==> src/rtl/adc_touch_pkg.sv <==
// Shared FSM encoding, frame constants and command-bit lookup for the touchscreen ADC sequencer.
package adc_touch_pkg;

   typedef enum logic [1:0] {
      ST_IDLE  = 2'd0,
      ST_FRAME = 2'd1,
      ST_DONE  = 2'd2,
      ST_GAP   = 2'd3
   } state_t;

   localparam logic [6:0] FRAME_LAST   = 7'd81;
   localparam logic [6:0] XCMD_START   = 7'd2;
   localparam logic [6:0] YCMD_START   = 7'd34;
   localparam logic [6:0] X_DATA_START = 7'd18;
   localparam logic [6:0] Y_DATA_START = 7'd50;
   localparam logic [6:0] CMD_SPAN     = 7'd16;

   // Each command bit occupies one count pair, so bit index falls by one every two counts.
   function automatic logic din_bit(input logic [6:0] cnt,
                                    input logic [7:0] cmd_x,
                                    input logic [7:0] cmd_y);
      logic [6:0] off;
      logic [2:0] idx;
      off     = 7'd0;
      idx     = 3'd0;
      din_bit = 1'b0;
      if (cnt >= XCMD_START && cnt < XCMD_START + CMD_SPAN) begin
         off     = cnt - XCMD_START;
         idx     = 3'd7 - off[3:1];
         din_bit = cmd_x[idx];
      end else if (cnt >= YCMD_START && cnt < YCMD_START + CMD_SPAN) begin
         off     = cnt - YCMD_START;
         idx     = 3'd7 - off[3:1];
         din_bit = cmd_y[idx];
      end
   endfunction

endpackage

==> src/rtl/adc_touch_ctrl_sync2.sv <==
// Two-flop synchroniser with a parameterised reset value; 2 CLK latency, no backpressure.
module sync2 #(
   parameter logic RST_VAL = 1'b1
) (
   input  logic CLK,
   input  logic RST_n,
   input  logic d,
   output logic q
);

   logic meta_q;

   always_ff @(posedge CLK or negedge RST_n) begin
      if (!RST_n) begin
         meta_q <= RST_VAL;
         q      <= RST_VAL;
      end else begin
         meta_q <= d;
         q      <= meta_q;
      end
   end

endmodule

==> src/rtl/adc_touch_ctrl.sv <==
// Touchscreen ADC frame sequencer: pen-down detect, 82-count serial frame, Coord_valid pulse.
// All pin outputs registered; CS_n falls 1 CLK after Pen_down, Coord_valid 1 CLK after count 81.
module adc_touch_ctrl
   import adc_touch_pkg::*;
#(
   parameter int         DIV   = 25,
   parameter logic [7:0] CMD_X = 8'h92,
   parameter logic [7:0] CMD_Y = 8'hD2,
   parameter int         GAP   = 5000
) (
   input  logic       CLK,
   input  logic       RST_n,
   input  logic       Enable,
   input  logic       ADC_PENIRQ_n,
   output logic       ADC_DCLK,
   output logic       ADC_CS_n,
   output logic       ADC_DIN,
   output logic [6:0] Cuenta,
   output logic       Enable1,
   output logic       Enable2,
   output logic       Coord_valid,
   output logic       Pen_down
);

   localparam int DW = $clog2(DIV);
   localparam int GW = (GAP > 1) ? $clog2(GAP) : 1;

   state_t          state_q, state_nx;
   logic [DW-1:0]   div_q, div_nx;
   logic [6:0]      cuenta_q, cuenta_nx;
   logic [GW-1:0]   gap_q, gap_nx;
   logic            pen_sync;
   logic            tick;
   logic            frame_nx;
   logic            cv_nx;
   logic            dclk_q, cs_n_q, din_q, en1_q, en2_q, cv_q;

   sync2 #(.RST_VAL(1'b1)) u_pen_sync (
      .CLK   (CLK),
      .RST_n (RST_n),
      .d     (ADC_PENIRQ_n),
      .q     (pen_sync)
   );

   assign Pen_down = ~pen_sync;

   always_ff @(posedge CLK or negedge RST_n) begin
      if (!RST_n) begin
         state_q  <= ST_IDLE;
         div_q    <= '0;
         cuenta_q <= '0;
         gap_q    <= '0;
      end else begin
         state_q  <= state_nx;
         div_q    <= div_nx;
         cuenta_q <= cuenta_nx;
         gap_q    <= gap_nx;
      end
   end

   always_comb begin
      state_nx  = state_q;
      div_nx    = div_q;
      cuenta_nx = cuenta_q;
      gap_nx    = gap_q;
      cv_nx     = 1'b0;
      tick      = (div_q == DW'(DIV - 1));
      case (state_q)
         ST_IDLE: begin
            div_nx    = '0;
            cuenta_nx = '0;
            if (Enable && Pen_down) state_nx = ST_FRAME;
         end
         ST_FRAME: begin
            if (tick) begin
               div_nx = '0;
               if (cuenta_q == FRAME_LAST) begin
                  state_nx  = ST_DONE;
                  cuenta_nx = '0;
                  cv_nx     = Pen_down;
               end else begin
                  cuenta_nx = cuenta_q + 7'd1;
               end
            end else begin
               div_nx = div_q + 1'b1;
            end
         end
         ST_DONE: begin
            state_nx = ST_GAP;
            gap_nx   = '0;
         end
         ST_GAP: begin
            if (gap_q == GW'(GAP - 1)) state_nx = ST_IDLE;
            else                       gap_nx   = gap_q + 1'b1;
         end
         default: state_nx = ST_IDLE;
      endcase
      frame_nx = (state_nx == ST_FRAME);
   end

   // Pin values are derived from next-state counters so every pin toggles on the same edge as Cuenta.
   always_ff @(posedge CLK or negedge RST_n) begin
      if (!RST_n) begin
         dclk_q <= 1'b0;
         cs_n_q <= 1'b1;
         din_q  <= 1'b0;
         en1_q  <= 1'b0;
         en2_q  <= 1'b0;
         cv_q   <= 1'b0;
      end else begin
         dclk_q <= frame_nx & cuenta_nx[0];
         cs_n_q <= ~frame_nx;
         din_q  <= frame_nx & din_bit(cuenta_nx, CMD_X, CMD_Y);
         en1_q  <= frame_nx;
         en2_q  <= frame_nx & cuenta_nx[0] & (div_nx == DW'(DIV - 1));
         cv_q   <= cv_nx;
      end
   end

   assign ADC_DCLK    = dclk_q;
   assign ADC_CS_n    = cs_n_q;
   assign ADC_DIN     = din_q;
   assign Cuenta      = cuenta_q;
   assign Enable1     = en1_q;
   assign Enable2     = en2_q;
   assign Coord_valid = cv_q;

endmodule
==> config.mk <==
export PLATFORM = sky130hd
export DESIGN_NAME = adc_touch_ctrl
export DESIGN_NICKNAME = d
export VERILOG_FILES = /design/src/rtl/adc_touch_pkg.sv /design/src/rtl/adc_touch_ctrl_sync2.sv /design/src/rtl/adc_touch_ctrl.sv
export SDC_FILE = /design/constraint.sdc
export NUM_CORES = 1
export LEC_CHECK = 0
export BUFFER_PORTS_ARGS = -buffer_cell sky130_fd_sc_hd__buf_2
export CORE_ASPECT_RATIO = 1.4
export CORE_MARGIN = 2
export CORE_UTILIZATION = 45
export CTS_BUF_LIST = sky130_fd_sc_hd__clkbuf_8
export DETAILED_ROUTE_END_ITERATION = 8
export PLACE_DENSITY = 0.66
export SLEW_MARGIN = 20
export SYNTH_ARGS = -nofsm -noshare
export SYNTH_HDL_FRONTEND = slang
export SYNTH_SLANG_ARGS = --single-unit
==> constraint.sdc <==
create_clock -name CLK -period 2.4 [get_ports CLK]
set_input_delay 0.24 -clock CLK [delete_from_list [all_inputs] [get_ports CLK]]
set_output_delay 0.24 -clock CLK [all_outputs]
set_load 0.05 [all_outputs]
==> summary.md <==
| Metric | Value |
|---|---|
| Result of the run | `finished with violations` |
| Violated checks | `negative setup slack` |
| Int Power | `790 µW` |
| Final Max Tran Viols | `0` |
| Post-route setup TNS | `-0.0582 ns` |
| Full die area | `0.00485 mm²` |
| Final hold violation count | `0` |
| Hold Path Class | `input pin to async pin` |
| Largest net degree at the start of global routing | `36` |
| Count of yosys warnings during synthesis | `0` |
| Setup repair after global routing missed its margin | `true` |
| Average size of a mapped cell | `9.18 µm²` |
| Reg2reg start | `div_q[1]` |
| Clk network pwr share | `0.397` |
| Max-cap viol count | `0` |
| Arithmetic-cell share of the synthesized area counting full adders, half adders and majority gates | `0.0581` |
| Simple-gate share of the synthesized area | `0.216` |
| Worst Path Class, Setup | `flop to flop` |
| Count of flip-flops with a built-in enable after synthesis | `0` |
| Time the worst path needs with I/O delays and setup | `2.46 ns` |
| Max-slew headroom | `0.464` |
| Number of global-route vias before repair | `1712` |
| Share of the yosys chip area belonging to registers | `0.454` |
| Layout-stage area growth over the synthesis result | `23.9%` |
| Residual antenna-violating net count after detailed routing | `0` |
| Required time reported for the critical path endpoint | `2.60 ns` |
| Die height | `81.6 µm` |
| Clock-pin transition on the worst setup and hold timing paths | `0.07 ns` |
| Antenna violations before repair | `0` |
| Worst reg2reg setup slack | `-0.06 ns` |
| Mux cell area share after synthesis | `0.00517` |
| N_diodes | `0` |
| Length of routed met2 wiring | `2.57 mm` |
| Met3 wire length | `118 µm` |
| Async S/R FF share, synth | `1.00` |
| Crit path launch | `div_q[1]` |
| Top fanout value on the critical path | `5` |
| Measured slew at the worst slew-check pin | `0.804 ns` |
| Period Utilization, post-route | `1.02` |
| Initial DRC count | `81` |
| Later-pin clock latency in the skew report | `0.29 ns` |
| Total routing resource utilization after global routing | `0.217` |
| Number of levels in the clock H-tree | `2` |
| Dpl hpwl | `3.38 mm` |
| Hold_ws | `0.0385 ns` |
| Quantity of hold-fixing buffers added after cts | `0` |
| Cell chosen for the clock root | `clkbuf_8` |
| Number of different library cells in the post-synthesis netlist | `48` |
| Final Worst Setup Slack | `-0.0582 ns` |
| Final WL | `4.78 mm` |
| Mapped Area | `0.00194 mm²` |
| Gate power share | `0.018` |
| Power consumption | `1.01 mW` |
| Total iterations of the first detailed-routing run | `4` |
| Last weighted congestion value of the routability-driven placer | `0.855` |
| Reported net switching power | `224 µW` |
| Combinational family with the most area after synthesis | `simple AND/OR/NAND/NOR gates` |
| Sequential fraction of design power | `0.585` |
| Setup crit start kind | `flop` |
| Max Clock Freq | `0.407 GHz` |
| Initial standard-cell utilization of the core | `0.465` |
| Register bit count reported by yosys | `35` |
| Global-route wire length before repair | `7.83 mm` |
| Terminus of the critical flop-to-flop path | `ADC_DIN` |
| Number of buffers added by the clock tree synthesis step | `5` |
| Final standard cell utilization of the core | `0.576` |
| CTS tree | `done` |
| Ratio of total power to cell area | `423 mW/mm²` |
| Total DRC errors in the routed layout | `0` |
| Number of cells traversed by the worst register-to-register path | `8` |
| Category of the worst setup path capture point | `flop` |
| Total number of placement rows | `28` |
| Count of final setup violators | `1` |
| Highest Signal Layer | `met4` |
| Max clock buf depth | `2` |
| Setup slack after placement | `-0.105 ns` |
| Number of cells produced by synthesis | `211` |
| Die Wd | `59.4 µm` |
| Leftover overflow at the end of global routing | `0` |
| Fraction of layout instances using a drive strength above 1 | `0.313` |
| Number of nets in the final layout | `268` |
| Leakage | `1.10 nW` |
| Arrival time at the worst endpoint | `2.66 ns` |
| Nets in the synthesized netlist | `224` |
| IR Drop Worst-Case VDD | `352 µV` |
| Layout Skew | `0.00674 ns` |
| Top_reg_cell synth | `dfrtp_1` |
| Vias/cell | `5.69` |
| Post-Route M1 WL | `1.98 mm` |
| Top-level I/O count | `18` |
| Core area | `0.00417 mm²` |
| Post-Synth XOR/XNOR Area | `0.0317` |
| Vias after detailed routing | `1714` |
| Drt wl/cell | `15.9 µm` |
| Synth Area in Compound Gates | `0.178` |
| Switching portion of total power | `0.221` |
| Port bufs | `17` |
| CTS Sinks | `35` |
-- metal layers --
| layer | GRT usage | up-vias |
|---|---|---|
| li1 | - | 842 |
| met1 | 0.247 | 836 |
| met2 | 0.385 | 29 |
| met3 | 0.0378 | 7 |
| met4 | 0.100 | 0 |
| met5 | 0 | - |
-- cell families (layout without fill, tap and decap cells) --
group	count (synthesis)	after routing
XOR/XNOR	7	7
adder cells (fa/ha/maj)	9	9
multiplexers	1	1
buffers and inverters	26	71
flip-flops	35	35
AO/OA/AOI/OAI	53	53
AND/OR/NAND/NOR	80	80
-- synth_stat cells, drive strengths merged (2+ instances only) --
cell type  instances  area, µm²
ha                 9        113
dfrtp             32        801
o31ai              3       22.5
or4                2       15.0
clkbuf             3       11.3
or3                3       18.8
nand3             13       65.1
nand4              3       18.8
xor2               6       52.6
a22o               2       17.5
nand3b             2       15.0
a21oi              6       30.0
buf                5       31.3
nor4               4       25.0
o21ai             23        115
inv               18       67.6
and3               4       25.0
nand2b             3       18.8
o2bb2ai            2       17.5
nor2b              4       25.0
nand2             21       78.8
a31oi              2       12.5
nor2              12       45.0
dfstp              3       78.8
a211oi             2       15.0
nor3               4       20.0
o22ai              2       12.5
-- cell type report --
type / instances / area [µm²]
fillers: 378 / 1770
inverters: 18 / 67.6
clock buffers: 5 / 68.8
flip-flops and latches: 35 / 885
clock inverters: 3 / 12.5
well taps: 45 / 56.3
repair buffers: 45 / 295
multi-input cells: 150 / 1010
-- repair_timing --
action,in CTS,in global routing
resized for setup,1,10
buffers inserted,4,0
pin swaps,1,8
gates cloned,0,0
endpoints found under the setup margin,1,2
-- placed cells by master (no fill, tap or decap), types with 2 or more instances in the layout --
| cell | count |
|---|---|
| a21oi_1 | 6 |
| a31oi_1 | 2 |
| or4_1 | 2 |
| nand4_1 | 3 |
| nor2_1 | 12 |
| and3_1 | 2 |
| clkbuf_8 | 5 |
| ha_1 | 5 |
| buf_4 | 28 |
| nand3b_1 | 2 |
| nand2b_1 | 3 |
| dfrtp_2 | 4 |
| or3_1 | 2 |
| a211oi_1 | 2 |
| nor2b_1 | 4 |
| inv_2 | 6 |
| ha_4 | 2 |
| nor3_2 | 2 |
| nor4_1 | 4 |
| o21ai_1 | 3 |
| o31ai_1 | 3 |
| and3_4 | 2 |
| o21ai_0 | 19 |
| o22ai_1 | 2 |
| inv_1 | 14 |
| nand2_1 | 20 |
| buf_2 | 17 |
| nand3_1 | 13 |
| ha_2 | 2 |
| dfrtp_1 | 28 |
| dfstp_2 | 3 |
| o2bb2ai_1 | 2 |
| a22o_1 | 2 |
| xor2_1 | 6 |
| nor3_1 | 2 |
-- power groups by stage --
| stage | sequential [mW] | clock, mW | combinational (mW) |
|---|---|---|---|
| after floorplan | 0.604 | 0 | 0.00368 |
| after global placement | 0.604 | 0 | 0.0190 |
| after detailed placement | 0.604 | 0 | 0.0192 |
| after CTS | 0.593 | 0.417 | 0.0192 |
| after global routing | 0.593 | 0.443 | 0.0214 |
| final | 0.593 | 0.403 | 0.0181 |
-- worst max-delay path: stages (launching register included) --
cell and delay [ns]:
dfrtp_1 0.39, inv_2 0.08, ha_4 0.13, nand4b_1 0.24
or4_1 0.59, and3_4 0.18, and3_4 0.16, a221o_1 0.36
a221oi_2 0.23
-- flip-flops by register name (all words and copies together) (netlist names) --
register	count
ADC_CS_n	1
ADC_DCLK	1
ADC_DIN	1
Coord_valid	1
Cuenta	7
Enable1	1
Enable2	1
div_q	5
gap_q	13
state_q	2
u_pen_sync.meta_q	1
u_pen_sync.q	1
-- through the flow --
step                instance area, µm²  instances
CTS                               2360        301
global placement                  2250        289
finish                            2400        301
global route                      2400        301
detailed placement                2250        289
floorplan                         1980        211
-- worst max-delay path by stage --
| stage | end | slack, ns | depth (start not counted) |
|---|---|---|---|
| after floorplan | ADC_DIN | -0.05 | 11 |
| after global placement | ADC_DIN | -0.03 | 8 |
| after detailed placement | ADC_DIN | -0.10 | 8 |
| after CTS | ADC_DIN | 0.003 | 10 |
| after global routing | ADC_DIN | -0.14 | 10 |
| final | ADC_DIN | -0.06 | 8 |
No activity file was read; power rests on OpenSTA's default activity.
